[src/rtl/riscv_ctrl_pkg.sv]
// Shared encodings for the multicycle RV32I control path: FSM states,
// datapath select codes, ALU operations and the opcodes the controller decodes.
package riscv_ctrl_pkg;

    typedef enum logic [3:0] {
        FETCH,
        DECODE,
        MEMADR,
        MEMREAD,
        MEMWB,
        MEMWRITE,
        EXECR,
        EXECI,
        ALUWB,
        BRANCH,
        JAL,
        LUI
    } state_t;

    // Operation class requested from the ALU decoder
    typedef enum logic [1:0] {
        ALUOP_ADD   = 2'b00,
        ALUOP_SUB   = 2'b01,
        ALUOP_FUNCT = 2'b10
    } aluop_t;

    localparam logic [2:0] IMM_I    = 3'b000;
    localparam logic [2:0] IMM_S    = 3'b001;
    localparam logic [2:0] IMM_B    = 3'b010;
    localparam logic [2:0] IMM_J    = 3'b100;
    localparam logic [2:0] IMM_U    = 3'b101;
    localparam logic [2:0] IMM_IZ   = 3'b110;

    localparam logic [2:0] ALU_ADD  = 3'b000;
    localparam logic [2:0] ALU_SUB  = 3'b001;
    localparam logic [2:0] ALU_AND  = 3'b010;
    localparam logic [2:0] ALU_OR   = 3'b011;
    localparam logic [2:0] ALU_SLT  = 3'b101;

    localparam logic [1:0] RES_ALUOUT    = 2'b00;
    localparam logic [1:0] RES_DATA      = 2'b01;
    localparam logic [1:0] RES_ALURESULT = 2'b10;
    localparam logic [1:0] RES_IMMEXT    = 2'b11;

    localparam logic [1:0] SRCA_PC    = 2'b00;
    localparam logic [1:0] SRCA_OLDPC = 2'b01;
    localparam logic [1:0] SRCA_RD1   = 2'b10;

    localparam logic [1:0] SRCB_RD2   = 2'b00;
    localparam logic [1:0] SRCB_IMM   = 2'b01;
    localparam logic [1:0] SRCB_FOUR  = 2'b10;

    localparam logic [6:0] OP_LOAD   = 7'b0000011;
    localparam logic [6:0] OP_STORE  = 7'b0100011;
    localparam logic [6:0] OP_RTYPE  = 7'b0110011;
    localparam logic [6:0] OP_ITYPE  = 7'b0010011;
    localparam logic [6:0] OP_BRANCH = 7'b1100011;
    localparam logic [6:0] OP_JAL    = 7'b1101111;
    localparam logic [6:0] OP_LUI    = 7'b0110111;

endpackage

[src/rtl/alu_decoder.sv]
// Maps the controller's ALU operation class plus instruction fields to ALUControl.
module alu_decoder
    import riscv_ctrl_pkg::*;
(
    input  aluop_t     aluop,
    input  logic [2:0] funct3,
    input  logic       op5,
    input  logic       funct7b5,
    output logic [2:0] alucontrol
);

    always_comb begin
        alucontrol = ALU_ADD;
        case (aluop)
            ALUOP_ADD: alucontrol = ALU_ADD;
            ALUOP_SUB: alucontrol = ALU_SUB;
            ALUOP_FUNCT: begin
                case (funct3)
                    // sub only for R-type; addi with imm[10] set must stay add
                    3'b000:  alucontrol = (op5 & funct7b5) ? ALU_SUB : ALU_ADD;
                    3'b010:  alucontrol = ALU_SLT;
                    3'b110:  alucontrol = ALU_OR;
                    3'b111:  alucontrol = ALU_AND;
                    default: alucontrol = ALU_ADD;
                endcase
            end
            default: alucontrol = ALU_ADD;
        endcase
    end

endmodule

[src/rtl/multicycle_controller.sv]
// Main control FSM of the multicycle RV32I core: sequences fetch, decode and
// per-class execute/writeback, driving every datapath select and enable.
//
// state    | meaning
// FETCH    | read instruction at PC, latch IR/OldPC, PC <= PC+4
// DECODE   | read registers, ALUOut <= OldPC+imm (branch/jump target)
// MEMADR   | ALUOut <= rs1+imm (load/store address)
// MEMREAD  | read memory at ALUOut
// MEMWB    | write loaded data to rd
// MEMWRITE | write rs2 to memory at ALUOut
// EXECR    | ALUOut <= rs1 op rs2
// EXECI    | ALUOut <= rs1 op imm
// ALUWB    | write ALUOut to rd
// BRANCH   | compare rs1/rs2, PC <= target when taken
// JAL      | PC <= target, ALUOut <= OldPC+4
// LUI      | write ImmExt to rd
module multicycle_controller
    import riscv_ctrl_pkg::*;
(
    input  logic       clk,
    input  logic       rst,
    input  logic [6:0] op,
    input  logic [2:0] funct3,
    input  logic       funct7b5,
    input  logic       Zero,
    output logic       PCWrite,
    output logic       AdrSrc,
    output logic       MemWrite,
    output logic       IRWrite,
    output logic [1:0] ResultSrc,
    output logic [1:0] ALUSrcA,
    output logic [1:0] ALUSrcB,
    output logic [2:0] ALUControl,
    output logic [2:0] ImmSrc,
    output logic       RegWrite,
    output logic       InstrDone
);

    state_t state, state_next, out_state;
    aluop_t aluop;
    logic   pcwrite_raw, memwrite_raw, irwrite_raw, regwrite_raw, done_raw;

    always_ff @(posedge clk) begin
        if (rst) state <= FETCH;
        else     state <= state_next;
    end

    always_comb begin
        state_next = state;
        case (state)
            FETCH:  state_next = DECODE;
            DECODE: begin
                case (op)
                    OP_LOAD, OP_STORE: state_next = MEMADR;
                    OP_RTYPE:          state_next = EXECR;
                    OP_ITYPE:          state_next = EXECI;
                    OP_BRANCH:         state_next = BRANCH;
                    OP_JAL:            state_next = JAL;
                    OP_LUI:            state_next = LUI;
                    default:           state_next = FETCH;
                endcase
            end
            MEMADR:   state_next = op[5] ? MEMWRITE : MEMREAD;
            MEMREAD:  state_next = MEMWB;
            EXECR:    state_next = ALUWB;
            EXECI:    state_next = ALUWB;
            JAL:      state_next = ALUWB;
            default:  state_next = FETCH;
        endcase
    end

    // During reset the selects show FETCH values; enables are masked below
    assign out_state = rst ? FETCH : state;

    always_comb begin
        pcwrite_raw  = 1'b0;
        memwrite_raw = 1'b0;
        irwrite_raw  = 1'b0;
        regwrite_raw = 1'b0;
        done_raw     = 1'b0;
        AdrSrc       = 1'b0;
        ResultSrc    = RES_ALUOUT;
        ALUSrcA      = SRCA_PC;
        ALUSrcB      = SRCB_RD2;
        aluop        = ALUOP_ADD;
        case (out_state)
            FETCH: begin
                irwrite_raw = 1'b1;
                pcwrite_raw = 1'b1;
                ALUSrcB     = SRCB_FOUR;
                ResultSrc   = RES_ALURESULT;
            end
            DECODE: begin
                ALUSrcA = SRCA_OLDPC;
                ALUSrcB = SRCB_IMM;
                case (op)
                    OP_LOAD, OP_STORE, OP_RTYPE, OP_ITYPE,
                    OP_BRANCH, OP_JAL, OP_LUI: done_raw = 1'b0;
                    default:                   done_raw = 1'b1;
                endcase
            end
            MEMADR: begin
                ALUSrcA = SRCA_RD1;
                ALUSrcB = SRCB_IMM;
            end
            MEMREAD: AdrSrc = 1'b1;
            MEMWB: begin
                ResultSrc    = RES_DATA;
                regwrite_raw = 1'b1;
                done_raw     = 1'b1;
            end
            MEMWRITE: begin
                AdrSrc       = 1'b1;
                memwrite_raw = 1'b1;
                done_raw     = 1'b1;
            end
            EXECR: begin
                ALUSrcA = SRCA_RD1;
                aluop   = ALUOP_FUNCT;
            end
            EXECI: begin
                ALUSrcA = SRCA_RD1;
                ALUSrcB = SRCB_IMM;
                aluop   = ALUOP_FUNCT;
            end
            ALUWB: begin
                regwrite_raw = 1'b1;
                done_raw     = 1'b1;
            end
            BRANCH: begin
                ALUSrcA     = SRCA_RD1;
                aluop       = ALUOP_SUB;
                // funct3[0] inverts the sense: beq on Zero, bne on !Zero
                pcwrite_raw = Zero ^ funct3[0];
                done_raw    = 1'b1;
            end
            JAL: begin
                ALUSrcA     = SRCA_OLDPC;
                ALUSrcB     = SRCB_FOUR;
                pcwrite_raw = 1'b1;
            end
            LUI: begin
                ResultSrc    = RES_IMMEXT;
                regwrite_raw = 1'b1;
                done_raw     = 1'b1;
            end
            default: ;
        endcase
    end

    assign PCWrite   = pcwrite_raw  & ~rst;
    assign MemWrite  = memwrite_raw & ~rst;
    assign IRWrite   = irwrite_raw  & ~rst;
    assign RegWrite  = regwrite_raw & ~rst;
    assign InstrDone = done_raw     & ~rst;

    always_comb begin
        case (op)
            OP_STORE:  ImmSrc = IMM_S;
            OP_BRANCH: ImmSrc = IMM_B;
            OP_JAL:    ImmSrc = IMM_J;
            OP_LUI:    ImmSrc = IMM_U;
            default:   ImmSrc = IMM_I;
        endcase
    end

    alu_decoder u_alu_decoder (
        .aluop      (aluop),
        .funct3     (funct3),
        .op5        (op[5]),
        .funct7b5   (funct7b5),
        .alucontrol (ALUControl)
    );

endmodule

[config.mk]
export PLATFORM = sky130hd
export DESIGN_NAME = multicycle_controller
export DESIGN_NICKNAME = d
export VERILOG_FILES = /design/src/rtl/riscv_ctrl_pkg.sv /design/src/rtl/alu_decoder.sv /design/src/rtl/multicycle_controller.sv
export SDC_FILE = /design/constraint.sdc
export NUM_CORES = 1
export LEC_CHECK = 0
export BUFFER_PORTS_ARGS = -buffer_cell sky130_fd_sc_hd__buf_4
export CAP_MARGIN = 20
export CORE_MARGIN = 5
export CORE_UTILIZATION = 42
export DETAILED_ROUTE_END_ITERATION = 6
export PLACE_DENSITY = 0.75
export SETUP_SLACK_MARGIN = 0.05
export SYNTH_ARGS = -nofsm -noshare
export SYNTH_HDL_FRONTEND = slang
export SYNTH_SLANG_ARGS = --single-unit
[constraint.sdc]
create_clock -name clk -period 1.7 [get_ports clk]
set_clock_uncertainty 0.1 [all_clocks]
set_input_delay 0.085 -clock clk [delete_from_list [all_inputs] [get_ports clk]]
set_output_delay 0.085 -clock clk [all_outputs]
set_load 0.02 [all_outputs]
=== After elaboration in Yosys (flattened, before gate mapping) ===
Index checks and enable logic that the tools add are counted.

* Bits in registers: 4
* Output and inout port bits: 18
* Input port bits: 14
* Logic and storage cells: 71

* Muxes and demuxes: 19
* Bitwise logic cells: 8
* Reduce and logical (&&, ||, !) cells: 14
* Equality and inequality tests: 29

{| class="wikitable"
|+ Operator list
! operator !! count
|-
| $eq 4x3->1 const B || 6
|-
| $pmux 3 s4 || 2
|-
| $pmux 4 s6 || 1
|-
| $eq 7x6->1 const B || 3
|-
| $eq 4x4->1 const B || 5
|-
| $pmux 4 s5 || 1
|-
| $eq 4x2->1 const B || 4
|-
| $eq 7x7->1 const B || 2
|-
| $pmux 2 s2 || 3
|-
| $reduce_or 2->1 || 5
|-
| $reduce_or 3->1 || 3
|-
| $eq 4x1->1 const B || 2
|-
| $logic_not 4->1 || 2
|-
| $eq 7x2->1 const B || 1
|-
| $eq 7x5->1 const B || 1
|-
| $reduce_or 7->1 || 1
|-
| $and 1x1->1 || 6
|-
| $eq 3x3->1 const B || 2
|-
| $mux 1 || 6
|-
| $pmux 2 s3 || 1
|-
| $pmux 3 s2 || 1
|-
| $reduce_or 5->1 || 1
|-
| $mux 4 || 1
|-
| $pmux 1 s2 || 2
|-
| 8 further kinds || 8
|}

=== Longest topological paths before layout ===
Gate-level depths: netlist of the first run.

* Depth in word-level cells: 6
* Depth in mapped cells: 7
* Depth with buffers taken out: 6

=== Hierarchy ===
Synthesis of the first run repeated with hierarchy kept, for this count alone.

* Cell total of the unflattened synthesis: 108
* Area total of the unflattened synthesis: 719.4 um^2

{| class="wikitable"
|+ Modules (own cells, without submodules)
! module !! instances !! cells each !! area each (um^2)
|-
| multicycle_controller || 1 || 97 || 623.1
|-
| alu_decoder || 1 || 11 || 96.3
|}

=== Worst setup path after synthesis of the first run ===
No wires, ideal clock.

* Path kind: register to output
* Start point: register state[3]
* End point: output port ALUControl[1]
* Data arrival time: 1.934 ns
* Stages on the path, launching flop included: 6
* Path slack: -0.419 ns
* Cells stage by stage: dfxtp_1 > buf_4 > or2b_2 > or3_1 > ha_1 > nor3_1

* Word-level cells in the longest chain between the ends: 6
* Elaborated cells on any way between the ends: 9

{| class="wikitable"
|+ Ends and longest elaborated chain
! item !! line !! RTL
|-
| from (decl) || multicycle_controller.sv:39 || <nowiki>state_t state, state_next, out_state;</nowiki>
|-
| from (signal assigned) || multicycle_controller.sv:45 || <nowiki>else state <= state_next;</nowiki>
|-
| $mux 4 * || multicycle_controller.sv:73 || <nowiki>assign out_state = rst ? FETCH : state;</nowiki>
|-
| $eq 4x3->1 || multicycle_controller.sv:86 || <nowiki>case (out_state)</nowiki>
|-
| $reduce_or 2->1 (no source line) || -- ||
|-
| $pmux 2 s2 * || multicycle_controller.sv:86 ||
|-
| $eq 2x2->1 or $eq 2x1->1 (tied branches) || alu_decoder.sv:14 || <nowiki>case (aluop)</nowiki>
|-
| $pmux 3 s2 * || alu_decoder.sv:14 ||
|-
| to (decl) || multicycle_controller.sv:33 || <nowiki>output logic [2:0] ALUControl,</nowiki>
|}

Mark *: on every way between the ends. The rest lies on a longest branch, timed or not.

=== Worst setup path after layout of the first run ===
* Start point: register state[3]
* End point: output port ALUControl[0]

Same word-level chain as after synthesis.

==> impl_results.md, run 1 <==
- Status: finished with violations
- Failing checks: setup timing
- Post-synthesis sequential area ratio: 11.11%
- GRT Overall Usage: 16.66%
- Ys async rst share: 0%
- Final net count: 158
- CTS sink count: 4
- Largest Register: state
- Top flop regs: state: 4 flops
- Beginning of the worst hold path: op[5]
- CP Launch Point: state[3]$_SDFF_PP0_
- Mean Syn Cell Area: 6.930 sq um
- DR pass1 iterations: 5
- CP endpoint kind: primary output
- Final hold slack: 87.02 ps
- Post-synth EDFFs: 0
- Commonest cells after routing, fill and taps aside: buf_4 (36), a21oi_1 (9), buf_6 (7)
- Synth warn: 0
- FF+latch count, synth: 4
- DRT iter0 DRCs: 14
- Startpoint Class: flop
- Hold Path Class: primary input to flop
- # H-tree levels: 1
- Syn Std Cell Area: 720.7 sq um
- Fin. max-slew vios: 0
- Initial antenna violation count: 0
- Routed Antenna Nets: 0
- Initial Util: 43.15%
- Setup Slack @ Placement: 34.97 ps
- GP Congestion: 0.7926
- Final setup viols: 6
- Util after Layout: 68.99%
- Ports: 32
- Die Ht: 51.43 um
- Post-Syn Nets: 120
- Worst-Margin Slew: 531.2 ps
- Post-DR vias/cell: 5.605
- Final worst setup slack: -184.6 ps
- Fin. Hold Viols: 0
- Total number of vias: 880
- Core Area: 1670 sq um
- Die area: 2645 sq um
- Clk_lat worst skew: 240 ps
- Max clock buf depth: 2
- P&R area growth vs syn: 59.90%
- Clock Pin Slew Worst Setup and Hold Paths: 40 ps
- Slowest stage cell, crit path: or3_4
- Pwr dens: 339.2 nW/um^2
- DRC viols: 0
- CTS tree: done
- Max Fanout on Critical Path: 3
- Max VDD drop: 0.0003055 V
- Syn Inst Count: 104
- TritonCTS Buffers: 3
- Layout cells sized above 1: 50.71%
- CP Cell Sequence: or2b_4 > or3_4 > ha_4 > a31oi_4 > nor2_4 > buf_6
- Setup CP Type: flop to primary output
- Global-route wire length before repair: 3360 um
- Number of fill cells: 138
- Fmax: 530.6 MHz
- Max-cap viol count: 0
- Total power: 390.9 uW
- Vias in the first global route: 796
- Critical Path AT: 1700 ps
- Largest net degree at the start of global routing: 18
- Root Buffer: clkbuf_4
- RSZ-0062 raised after global routing: yes
- Std cell rows: 15
- Reg2reg start: state[2]$_SDFF_PP0_
- Worst rel slew slack: 64.26%
- Ant. Diodes: 0
- Total Wirelength: 2138 um
- CP required: 1510 ps
- Commonest non-fill, non-tap cell in the layout: buf_4
- Setup TNS: -596.9 ps
- Final Cycle Share: 110.9%
- Prevailing post-synth register cell: dfxtp_1
- Crit path time final: 1885 ps
- DP HPWL: 1520 um
- Die width: 51.43 um
- Hold buffers post-CTS: 0
- Distinct cells, synth: 36
- Congestion Overflow GR: 0
- CP peak stage delay: 350 ps
- Max reg flops: 4
- Pleak: 0.5085 nW
- Number of port buffers: 31
- WL/cell: 13.62 um
[cell usage after synthesis, types with 2 or more instances]
cell type  number  area share [%]
o21ai_0         4             2.8
nand2b_1        6             5.2
buf_4           3             3.1
and2b_2         2             2.4
nand3_1         4             2.8
nand2_1         5             2.6
ha_1            2             3.5
dfxtp_1         4              11
buf_6           5             7.8
and3_1          3             2.6
xor2_1          4             4.9
nand3b_1        2             2.1
or3_1           4             3.5
nand4b_1        2             2.4
nor2_1          9             4.7
a21oi_1        10             6.9
nor2b_1         2             1.7
a31oi_1         4             3.5
inv_1           4             2.1
nor3_1          8             5.6
nor4_1          2             1.7
[critical path, delay by kind of cell, from the launching register on]
kind / cells / cell delay (ps)
flip-flops: 1 / 320
AND/OR/NAND/NOR: 3 / 670
adder cells (fa/ha/maj): 1 / 180
buffers and inverters: 1 / 130
AO/OA/AOI/OAI: 1 / 160
[where the power goes]
group	internal (mW)	total, mW	switching, mW
clock	0.0792	0.121	0.0423
sequential	0.0969	0.0986	0.00165
combinational	0.0813	0.171	0.0896
[layout make-up]
type	count	area (sq um)	share of cell area [%]
Clock buffer	3	22.52	1.954
Inverter	4	15.01	1.303
Multi-Input combinational cell	86	663.1	57.55
Sequential cell	4	81.33	7.058
Tap cell	17	21.27	1.846
Timing Repair Buffer	43	349.1	30.29
[per-layer routing]
layer  wire length (um)  track usage, %
met1                866           17.51
met2               1119           31.14
met3                111           3.207
met4                 41           7.860
met5                  0               0
[final timing paths]
kind	endpoint	slack [ps]	depth (start not counted)
max	ALUControl[0]	-180	6
min	state[1]$_SDFF_PP0_	90	3
max reg2reg	state[0]$_SDFF_PP0_	280	4
min reg2reg	state[1]$_SDFF_PP0_	520	2
[cell families after synthesis]
group | count (synthesis) | synth area share (%)
xor gates and xnor gates | 5 | 6.076
AOI/OAI and AO/OA | 22 | 18.23
DFF | 4 | 11.11
adders and majority gates | 2 | 3.472
buffers and inverters | 14 | 14.23
and+or+nand+nor | 57 | 46.88
[through the flow]
stage | std cells | instance area (sq um)
final | 157 | 1152
after detailed placement | 147 | 997.2
after CTS | 151 | 1075
after global routing | 157 | 1152
after floorplan | 104 | 797.0
after global placement | 147 | 997.2
[timing repair]
| item | CTS | global route |
|---|---|---|
| gates cloned | 0 | 0 |
| hold endpoints to repair | 0 | 0 |
| gates resized for setup | 12 | 8 |
| endpoints found under the setup margin | 6 | 10 |
| buffers inserted | 1 | 6 |
| pin swaps | 2 | 1 |
Power figures use the tool's default switching activity.
==> run 2, diff against run 1 <==
Settings changed: ABC_AREA from default to 1, CORE_UTILIZATION 42 to 38, PLACE_DENSITY 0.75 to 0.73.
==> run 2 against run 1 <==
  * The run still ends with setup timing left
  * Wire length decreased by 5.5%
  * Register-to-register slack improved by 160 ps
  * Combinational power decreased by 12%
  * Cell count increased by 7.0%
  * Fmax increased by 0.33%
  * Sequential power about the same
  * Via count decreased by 3.1%
  * Synthesized cell count decreased by 2.9%
==> impl_results.md, run 2 <==
- Critical Path AT: 1690 ps
- Sw Share: 32.12%
- RSZ-0062 raised after global routing: yes
- Placed Area: 928.4 sq um
- Std cell rows: 14
- Clock network power share: 32.9%
- Part of the power in combinational logic: 40.3%
- Final setup viols: 4
- Post-DR vias/cell: 5.077
- Worst rel slew slack: 83.13%
- Most frequent cells after synthesis: nand2_1 (26), nor2_1 (15), inv_1 (13), nand3_1 (7), o21ai_0 (5)
- Pwr dens: 332.8 nW/um^2
- Root Buffer: clkbuf_4
- Hold Path Class: primary input to flop
- Post-Layout Cell Count: 168
- Final Cycle Share: 110.5%
- # H-tree levels: 1
- P&R area growth vs syn: 96.51%
- Layout cells sized above 1: 54.61%
- FF+latch count, synth: 4
- Distinct cells, synth: 24
- Total Wirelength: 2021 um
- Clk_lat worst skew: 230 ps
- Number of port buffers: 31
- Top cell type's share of synthesized area: 17.03%
- Commonest non-fill, non-tap cell in the layout: buf_4
- Final net count: 169
- Max clock buf depth: 2
- Pleak: 0.5772 nW
- DRT iter0 DRCs: 19
- Initial antenna violation count: 0
- DR pass1 iterations: 4
- Syn Std Cell Area: 573.1 sq um
- TritonCTS Buffers: 3
- CTS sink count: 4
- Startpoint Class: flop
- Post-Place Cells: 156
- Global-route wire length before repair: 3153 um
- Post-synth EDFFs: 0
- Post-Syn Nets: 117
- Vias in the first global route: 774
- DP HPWL: 1468 um
- Ant. Diodes: 0
- Crit path time final: 1878 ps
- Slowest stage cell, crit path: dfxtp_4
- Internal power: 254.4 uW
- Max Fanout on Critical Path: 3
- Post-synthesis sequential area ratio: 13.97%
- Initial Util: 38.95%
- Ys async rst share: 0%
- Max-cap viol count: 0
- CP peak stage delay: 350 ps
- Worst-Margin Slew: 252.7 ps
- Core Area: 1471 sq um
- Congestion Overflow GR: 0
- Die area: 2385 sq um
- Top flop regs: state: 4 flops
- Fmax: 532.4 MHz
- Mean Syn Cell Area: 5.674 sq um
- Commonest cells after routing, fill and taps aside: buf_4 (36), nand2_1 (20), nor2_1 (12), buf_6 (12), inv_1 (11)
- Largest Register: state
- Clock Pin Slew Worst Setup and Hold Paths: 40 ps
- Failing checks: setup timing
- Hold buffers post-CTS: 0
- Synth top area cells: nand2_1 (17%), dfxtp_1 (14%), nor2_1 (9.8%)
- Die width: 48.84 um
- Sequential share of power: 26.7%
- Setup CP Type: flop to primary output
- Syn Inst Count: 101
- CTS tree: done
- WL/cell: 12.03 um
- Max reg flops: 4
- Sw Pwr: 120.4 uW
- CP endpoint kind: primary output
- Routed Antenna Nets: 0
- Die Ht: 48.84 um
- CP Cell Sequence: buf_6 > nor3_4 > nand2_2 > buf_4 > inv_2 > ha_1 > inv_1 > a31oi_4 > buf_6
- Post-route cell area: 1126 sq um
- Ports: 32
- Largest net degree at the start of global routing: 11
- Max VDD drop: 0.0003944 V
- Fin. Hold Viols: 0
- Crit path top cell by count: buf_6
- Total power: 374.7 uW
- Final hold slack: 46.42 ps
- DRC viols: 0
- Most common cell in the netlist: nand2_1
- GP Congestion: 0.8245
- GRT Overall Usage: 16.01%
- Total number of vias: 853
- Final worst setup slack: -178.3 ps
- Status: finished with violations
- Prevailing post-synth register cell: dfxtp_1
- Fin. max-slew vios: 0
- Synth area leader: nand2_1
- CP required: 1510 ps
- Synth warn: 0
-- run 2: cell types whose count changed after synthesis, sizes merged, moves of 3 or more --
cell,change
or3,-4
buf,-8
and3,-3
xor2,-3
nand2b,-6
inv,+12
a21oi,-5
nand3,+3
nor3,-5
nor2,+8
nand2,+24
-- run 2: cells by family after synthesis --
logic type	count (synthesis)	synth area share, %
buf+inv	17	11.79
flops	4	13.97
fa+ha+maj	2	4.366
xor+xnor	1	1.529
simple gates	63	54.15
compound gates	14	14.19
-- run 2: final timing paths --
check / startpoint / cells past startpoint / slack (ps) / end
max: state[2]$_SDFF_PP0_ / 9 / -180 / ALUControl[0]
min: rst / 2 / 50 / state[2]$_SDFF_PP0_
max reg2reg: state[2]$_SDFF_PP0_ / 6 / 440 / state[1]$_SDFF_PP0_
min reg2reg: state[0]$_SDFF_PP0_ / 1 / 440 / state[0]$_SDFF_PP0_
-- run 2: routing by layer --
layer,vias up,GRT usage (%),wire length [um]
met4,0,4.036,0
met5,-,0,0
li1,432,-,-
met3,0,4.893,126
met1,393,17.38,809
met2,28,29.57,1085
-- run 2: power groups by stage --
stage | Combinational [mW] | Clock [mW] | Sequential (mW)
final | 0.151 | 0.123 | 0.100
after global routing | 0.162 | 0.137 | 0.101
after CTS | 0.137 | 0.131 | 0.0986
after detailed placement | 0.128 | 0 | 0.101
after global placement | 0.126 | 0 | 0.101
after floorplan | 0.0673 | 0 | 0.101
-- run 2: area by class of cell --
| type | count | area, sq um |
|---|---|---|
| multi-input combinational | 80 | 523.0 |
| timing repair buffer | 48 | 405.4 |
| sequential | 4 | 88.84 |
| clock buffer | 4 | 26.28 |
| inverter | 16 | 62.56 |
| tap | 16 | 20.02 |
| fill | 111 | 345.3 |
-- run 2: stage by stage --
stage	setup TNS (ps)	setup slack (ps)	util [%]
after detailed placement	0	5.694	63.10
after global placement	0	39.01	63.10
after floorplan	0	29.66	-
after global routing	-823.9	-268.5	76.53
final	-437.3	-178.3	76.53
after CTS	-336.7	-142.9	70.41
-- run 2: repair_timing --
item	4_1_cts	5_1_grt
pin swaps	10	2
gates resized for setup	12	19
endpoints found under the setup margin	6	6
gates cloned	0	0
setup buffers	5	3
-- run 2: critical path: cells and delay by family (launching register included) --
family                     cells  cell delay (ps)
and+or+nand+nor                2              250
AOI/OAI and AO/OA              1              170
DFF                            1              350
adders and majority gates      1              150
buffers and inverters          5              540
